--- config.mk ---
export PLATFORM = sky130hd
export DESIGN_NAME = bert_pattern_gen
export DESIGN_NICKNAME = d
export VERILOG_FILES = /design/src/rtl/bert_pattern_gen.sv
export SDC_FILE = /design/constraint.sdc
export NUM_CORES = 1
export LEC_CHECK = 0
export BUFFER_PORTS_ARGS = -buffer_cell sky130_fd_sc_hd__buf_4
export CORE_MARGIN = 2
export CORE_UTILIZATION = 51
export DETAILED_ROUTE_END_ITERATION = 10
export PLACE_DENSITY = 0.77
export SLEW_MARGIN = 10
export SYNTH_ARGS = -nofsm -noshare
export SYNTH_HDL_FRONTEND = slang
export SYNTH_SLANG_ARGS = --single-unit
export TNS_END_PERCENT = 10
--- constraint.sdc ---
create_clock -name clk -period 2.3 [get_ports clk]
set_clock_uncertainty 0.15 [all_clocks]
set_input_delay 0 -clock clk [delete_from_list [all_inputs] [get_ports clk]]
set_output_delay 0 -clock clk [all_outputs]
set_load 0.005 [all_outputs]
--- src/rtl/bert_pattern_gen.sv ---
// PRBS7/PRBS15 transmit pattern generator with programmable periodic error injection.
// Emits the corrupted byte and its clean reference over a valid/ready stream.
module bert_pattern_gen (
    input  logic        clk,
    input  logic        rst,
    input  logic        start,
    input  logic        stop,
    input  logic        mode,
    input  logic [15:0] burst_len,
    input  logic [7:0]  inj_period,
    input  logic [7:0]  inj_mask,
    output logic [7:0]  tx_data,
    output logic [7:0]  tx_ref,
    output logic        tx_valid,
    input  logic        tx_ready,
    output logic        busy,
    output logic        done,
    output logic [31:0] byte_count,
    output logic [15:0] inj_count
);

    localparam int unsigned DATA_W  = 8;
    localparam int unsigned LFSR_W  = 15;
    localparam int unsigned STEP_W  = LFSR_W + DATA_W;
    localparam int unsigned LEN_W   = 16;
    localparam int unsigned BCNT_W  = 32;
    localparam int unsigned ICNT_W  = 16;
    localparam logic [LFSR_W-1:0] SEED = '1;

    typedef enum logic [1:0] {
        IDLE = 2'd0,
        RUN  = 2'd1,
        DONE = 2'd2
    } state_t;

    state_t state, state_d;

    logic [LFSR_W-1:0] lfsr;
    logic              mode_q;
    logic [LEN_W-1:0]  burst_q;
    logic [DATA_W-1:0] period_q;
    logic [DATA_W-1:0] mask_q;
    logic [DATA_W-1:0] inj_cnt;
    logic              corrupt;

    logic [STEP_W-1:0] seed_step;
    logic [STEP_W-1:0] run_step;
    logic [DATA_W-1:0] inj_cnt_d;
    logic              corrupt_d;
    logic              start_corrupt;
    logic              hs;
    logic              start_go;
    logic              inj_en;
    logic              last_beat;

    // Eight LFSR steps; returns {next state, byte} with the first bit in the MSB.
    // For PRBS7 only the low 7 state bits are live; the rest are forced to zero.
    function automatic logic [STEP_W-1:0] prbs_byte(input logic m, input logic [LFSR_W-1:0] s);
        logic [LFSR_W-1:0] st;
        logic [DATA_W-1:0] b;
        logic              fb;
        st = s;
        b  = '0;
        for (int i = 0; i < 8; i++) begin
            fb = m ? (st[14] ^ st[13]) : (st[6] ^ st[5]);
            st = {st[13:0], fb};
            b  = {b[6:0], fb};
        end
        if (!m) st = {8'd0, st[6:0]};
        return {st, b};
    endfunction

    assign hs            = tx_valid & tx_ready;
    assign start_go      = (state == IDLE) && start && !stop;
    assign inj_en        = (period_q != 8'd0) && (mask_q != 8'd0);
    assign start_corrupt = (inj_period == 8'd1) && (inj_mask != 8'd0);
    assign last_beat     = (burst_q != 16'd0) && ((byte_count + 32'd1) == {16'd0, burst_q});

    // State register.
    always_ff @(posedge clk) begin
        if (rst) state <= IDLE;
        else     state <= state_d;
    end

    // Next-state logic; stop outranks burst completion.
    always_comb begin
        state_d = state;
        case (state)
            IDLE: if (start && !stop) state_d = RUN;
            RUN: begin
                if (stop)                   state_d = IDLE;
                else if (hs && last_beat)   state_d = DONE;
            end
            DONE:    state_d = IDLE;
            default: state_d = IDLE;
        endcase
    end

    // Next pattern bytes and injection counter for the beat after a handshake.
    always_comb begin
        seed_step = prbs_byte(mode, SEED);
        run_step  = prbs_byte(mode_q, lfsr);
        inj_cnt_d = inj_cnt;
        if (corrupt)     inj_cnt_d = period_q;
        else if (inj_en) inj_cnt_d = inj_cnt - 8'd1;
        corrupt_d = inj_en && (inj_cnt_d == 8'd1);
    end

    // Datapath: lfsr holds the state after the byte currently presented.
    always_ff @(posedge clk) begin
        if (rst) begin
            lfsr       <= SEED;
            mode_q     <= 1'b0;
            burst_q    <= '0;
            period_q   <= '0;
            mask_q     <= '0;
            inj_cnt    <= '0;
            corrupt    <= 1'b0;
            tx_data    <= '0;
            tx_ref     <= '0;
            byte_count <= '0;
            inj_count  <= '0;
        end else if (start_go) begin
            mode_q     <= mode;
            burst_q    <= burst_len;
            period_q   <= inj_period;
            mask_q     <= inj_mask;
            inj_cnt    <= inj_period;
            corrupt    <= start_corrupt;
            lfsr       <= seed_step[STEP_W-1:DATA_W];
            tx_ref     <= seed_step[DATA_W-1:0];
            tx_data    <= seed_step[DATA_W-1:0] ^ (start_corrupt ? inj_mask : 8'd0);
            byte_count <= '0;
            inj_count  <= '0;
        end else if ((state == RUN) && hs) begin
            lfsr       <= run_step[STEP_W-1:DATA_W];
            tx_ref     <= run_step[DATA_W-1:0];
            tx_data    <= run_step[DATA_W-1:0] ^ (corrupt_d ? mask_q : 8'd0);
            inj_cnt    <= inj_cnt_d;
            corrupt    <= corrupt_d;
            byte_count <= byte_count + BCNT_W'(1);
            if (corrupt && (inj_count != 16'hFFFF)) inj_count <= inj_count + ICNT_W'(1);
        end
    end

    // Registered status outputs track the upcoming state.
    always_ff @(posedge clk) begin
        if (rst) begin
            tx_valid <= 1'b0;
            busy     <= 1'b0;
            done     <= 1'b0;
        end else begin
            tx_valid <= (state_d == RUN);
            busy     <= (state_d == RUN);
            done     <= (state_d == DONE);
        end
    end

endmodule

==> impl_results.md <==
- Remaining DRCs: 0
- Area Growth Syn to Fin: 43.35%
- R2r setup slk: -300 ps
- Antenna-violating nets left: 0
- Share of layout cells above drive strength 1: between 20% and 30%
- Top-count cell post-synth: dfxtp_1
- Initial detailed-routing violation count: 585
- CTS tree: built
- # nets final: 1,074
- Setup Viol. Count Final: 13
- Vias in the first global route: roughly 6,300
- Synth top cells by count: 125 x dfxtp_1, 121 x nand2_1, 89 x nor2_1
- Data required, critical path: approximately 2500 ps
- Static leakage: 3.734 nW
- IO Port Bufs: ~100
- Combinational power share: about an eighth
- Register-to-Register Path Depth: 9
- Synthesized area: around 0.0064 sq mm
- Overflow after GRT: 0
- Final hold viol count: 0
- Critical path's slowest cell: or3_4
- Failing checks: setup timing
- Instance area at placement: between 0.008 and 0.009 sq mm
- Seq pwr share: 38.6%
- Mapped Cells: 814
- Largest net degree at the start of global routing: between 40 and 50
- Core area: 0.01247 sq mm
- WL per Instance: between 15 and 20 um
- Worst-margin pin slew: around 540 ps
- Number of cells on the critical path: 9
- Crit share post-route: 112.9%
- Die ar.: approximately 0.014 sq mm
- Post-synth EDFFs: 0
- Cts bufs inserted: 17
- GRT Util Overall: between 20% and 30%
- Hold crit path type: input port to flip-flop
- Ys Warns: 0
- Worst Path Max Fanout: 6
- Post-synth cell types: 63
- Worst EP arrival: approximately 2800 ps
- MaxCap Viol Count: 0
- Sequential area share after synthesis: 38.86%
- DR vias: about 6,800
- Slew Limit Fails: 0
- Peak Freq: 385.0 MHz
- CP delay by family, top: simple AND/OR/NAND/NOR gates
- Post-synth top area cell: dfxtp_1
- Net Switching: 0.001406 W
- DIE WIDTH: ~120 um
- Starting Density: between 50% and 60%
- Worst vdd ir: 0.5001 mV
- Startpoint Class: flip-flop
- Final setup margin: -297.2 ps
- Rel. slew slack: 63.50%
- Synth Area per Inst: roughly 7.9 sq um
- H-Tree Depth: 4
- I/O pin total: around 110
- DIE HEIGHT: approximately 120 um
- PD cells: 641.5 mW/mm^2
- Initial antenna violation count: 0
- Final Critical Period: 2597 ps
- Clock Root Buffer: clkbuf_16
- P_int: around 0.0045 W
- GPL Wtd Cong: around 0.90
- Power Total: ~0.006 W
- Status: complete, but fails checks
- Vias per cell: about 5.6
- Syn_nets: roughly 860
- Pre-antenna DRT Iters: 5
- Yosys top cell area share: 38.86%
- Rows: 41
- Clk pwr share: 49.4%
- Post-synthesis async set-or-reset flop share: 0%
- Worst-Skew Late Latency: 430 ps
- Switching share of power: between 20% and 30%
- Clk buf depth: 2
- Synth Flop Type: dfxtp_1
- Worst path cell trace: or3_4 -> nand4b_4 -> o31ai_4 -> a31oi_4 -> nor4_4 -> buf_4 -> nand4_1 -> xor2_2 -> o22ai_1
- CTS sink cnt: around 130
- Critical path class: flip-flop to flip-flop
- Ranking of synthesized cells by area: dfxtp_1 39%, xnor2_1 7.2%, nand2_1 7.1%, a21oi_1 6.1%, xor2_1 6.1%
- # diodes: 0
- WHS Path Cells: 6
- Final instance area: a little over 0.009 sq mm
- Reg clk slew, reported paths: around 60 ps
- Worst setup EP type: flip-flop
- CP peak stage delay: ~400 ps
- Crit path buffers/inverters: 1
- DP HPWL: approximately 13,000 um
- RSZ-0062 raised after global routing: yes
- Drt total wl: 19,940 um
- FF+latch count, synth: around 130
- First-pass GRT wire length: 31,060 um
[final cells by class]
cell class / count / area, sq um
well taps: 172 / 215.2
clock buffers: 20 / 446.7
flip-flops and latches: 125 / 2507
multi-input cells: 626 / 3817
repair buffers: 252 / 2011
inverters: 11 / 41.29
clock inverters: 12 / 192.7
fillers: 899 / 3234
[layer usage]
layer | vias to the layer above | global-route usage, % | share of wire [%]
li1 | 3287 | - | -
met1 | 3202 | 35.72 | 41
met2 | 272 | 51.32 | 50
met3 | 54 | 6.279 | 6.2
met4 | 0 | 12.14 | 2.6
met5 | - | 0 | 0
[final timing paths]
path / from / endpoint
max: inj_cnt[4] / tx_data[0]
min: tx_ready / tx_ref[7]
max reg2reg: inj_cnt[4] / tx_data[0]
min reg2reg: burst_q[3] / burst_q[3]
[worst min-delay path: stages]
cell	delay, ps
buf_4	110
nand3_1	120
nor2_2	60
buf_4	160
nand2_1	60
a21oi_1	50
[logic make-up (layout without fill, tap and decap cells)]
| family | Yosys count | after routing | synth area share [%] |
|---|---|---|---|
| buffers and inverters | 63 | 295 | 4.216 |
| AND/OR/NAND/NOR | 351 | 351 | 26.54 |
| adder cells (fa/ha/maj) | 3 | 3 | 0.5829 |
| XOR/XNOR | 98 | 98 | 13.33 |
| AO/OA/AOI/OAI | 171 | 171 | 15.95 |
| multiplexers | 3 | 3 | 0.5245 |
| flip-flops | 125 | 125 | 38.86 |
[layout by cell type, fill, tap and decap left out, types with 3 or more instances in the layout]
cell / netlist / final
nor4_1: 18 / 12
o21ai_0: 41 / 41
nor4_2: 1 / 4
a211o_1: 7 / 7
o22ai_1: 7 / 7
dlygate4sd3_1: 0 / 36
nand4_1: 25 / 25
nor4_4: 1 / 4
a311o_1: 3 / 3
bufinv_16: 0 / 5
dfxtp_2: 0 / 4
nor3_1: 14 / 13
and4_1: 7 / 7
inv_1: 10 / 10
a211oi_1: 4 / 3
or3_1: 12 / 11
buf_4: 2 / 213
nand2_1: 121 / 120
xnor2_1: 53 / 53
a22oi_1: 6 / 6
dfxtp_1: 125 / 121
nand3_1: 27 / 26
xor2_1: 45 / 43
and3_1: 13 / 13
a31oi_1: 7 / 7
a21oi_1: 79 / 77
clkinvlp_4: 0 / 3
clkbuf_16: 0 / 17
clkinv_2: 0 / 4
nor2_1: 89 / 88
[power by group through the flow]
stage	Sequential [W]	Clock, W	Combinational [W]
after CTS	0.00228	0.00293	0.000688
after detailed placement	0.00233	0	0.000626
after floorplan	0.00232	0	0.000373
after global routing	0.00229	0.00304	0.000769
after global placement	0.00233	0	0.000615
final	0.00229	0.00293	0.000708
[registers in the layout, indices dropped and copies added, names as in the netlist, 8 cells and up]
name        count
inj_count      16
tx_ref          8
byte_count     32
burst_q        16
inj_cnt         8
period_q        8
mask_q          8
tx_data         8
lfsr           15
[what timing repair did]
item / 4_1_cts / 5_1_grt
setup buffers: 0 / 4
hold buffers: 36 / 0
gates resized for setup: 1 / 23
pin swaps: 7 / 8
endpoints found under the setup margin: 12 / 24
gates cloned: 0 / 0
endpoints found under the hold margin: 70 / 0
[stage by stage]
| stage | worst slack [ps] | utilization [%] | cells | setup TNS (ps) | hold WS (ps) |
|---|---|---|---|---|---|
| floorplan | -127.5 | - | 814 | -560.1 | -71.49 |
| global placement | -113.9 | 64.79 | 1146 | -842.7 | 65.54 |
| detailed placement | -166.1 | 64.79 | 1146 | -1561 | 67.03 |
| CTS | -266.8 | 72.84 | 1214 | -1875 | 24.65 |
| global route | -391.2 | 74.05 | 1218 | -4254 | 69.80 |
| finish | -297.2 | 74.05 | 1218 | -2393 | 35.56 |
No activity file was read; power rests on OpenSTA's default activity.
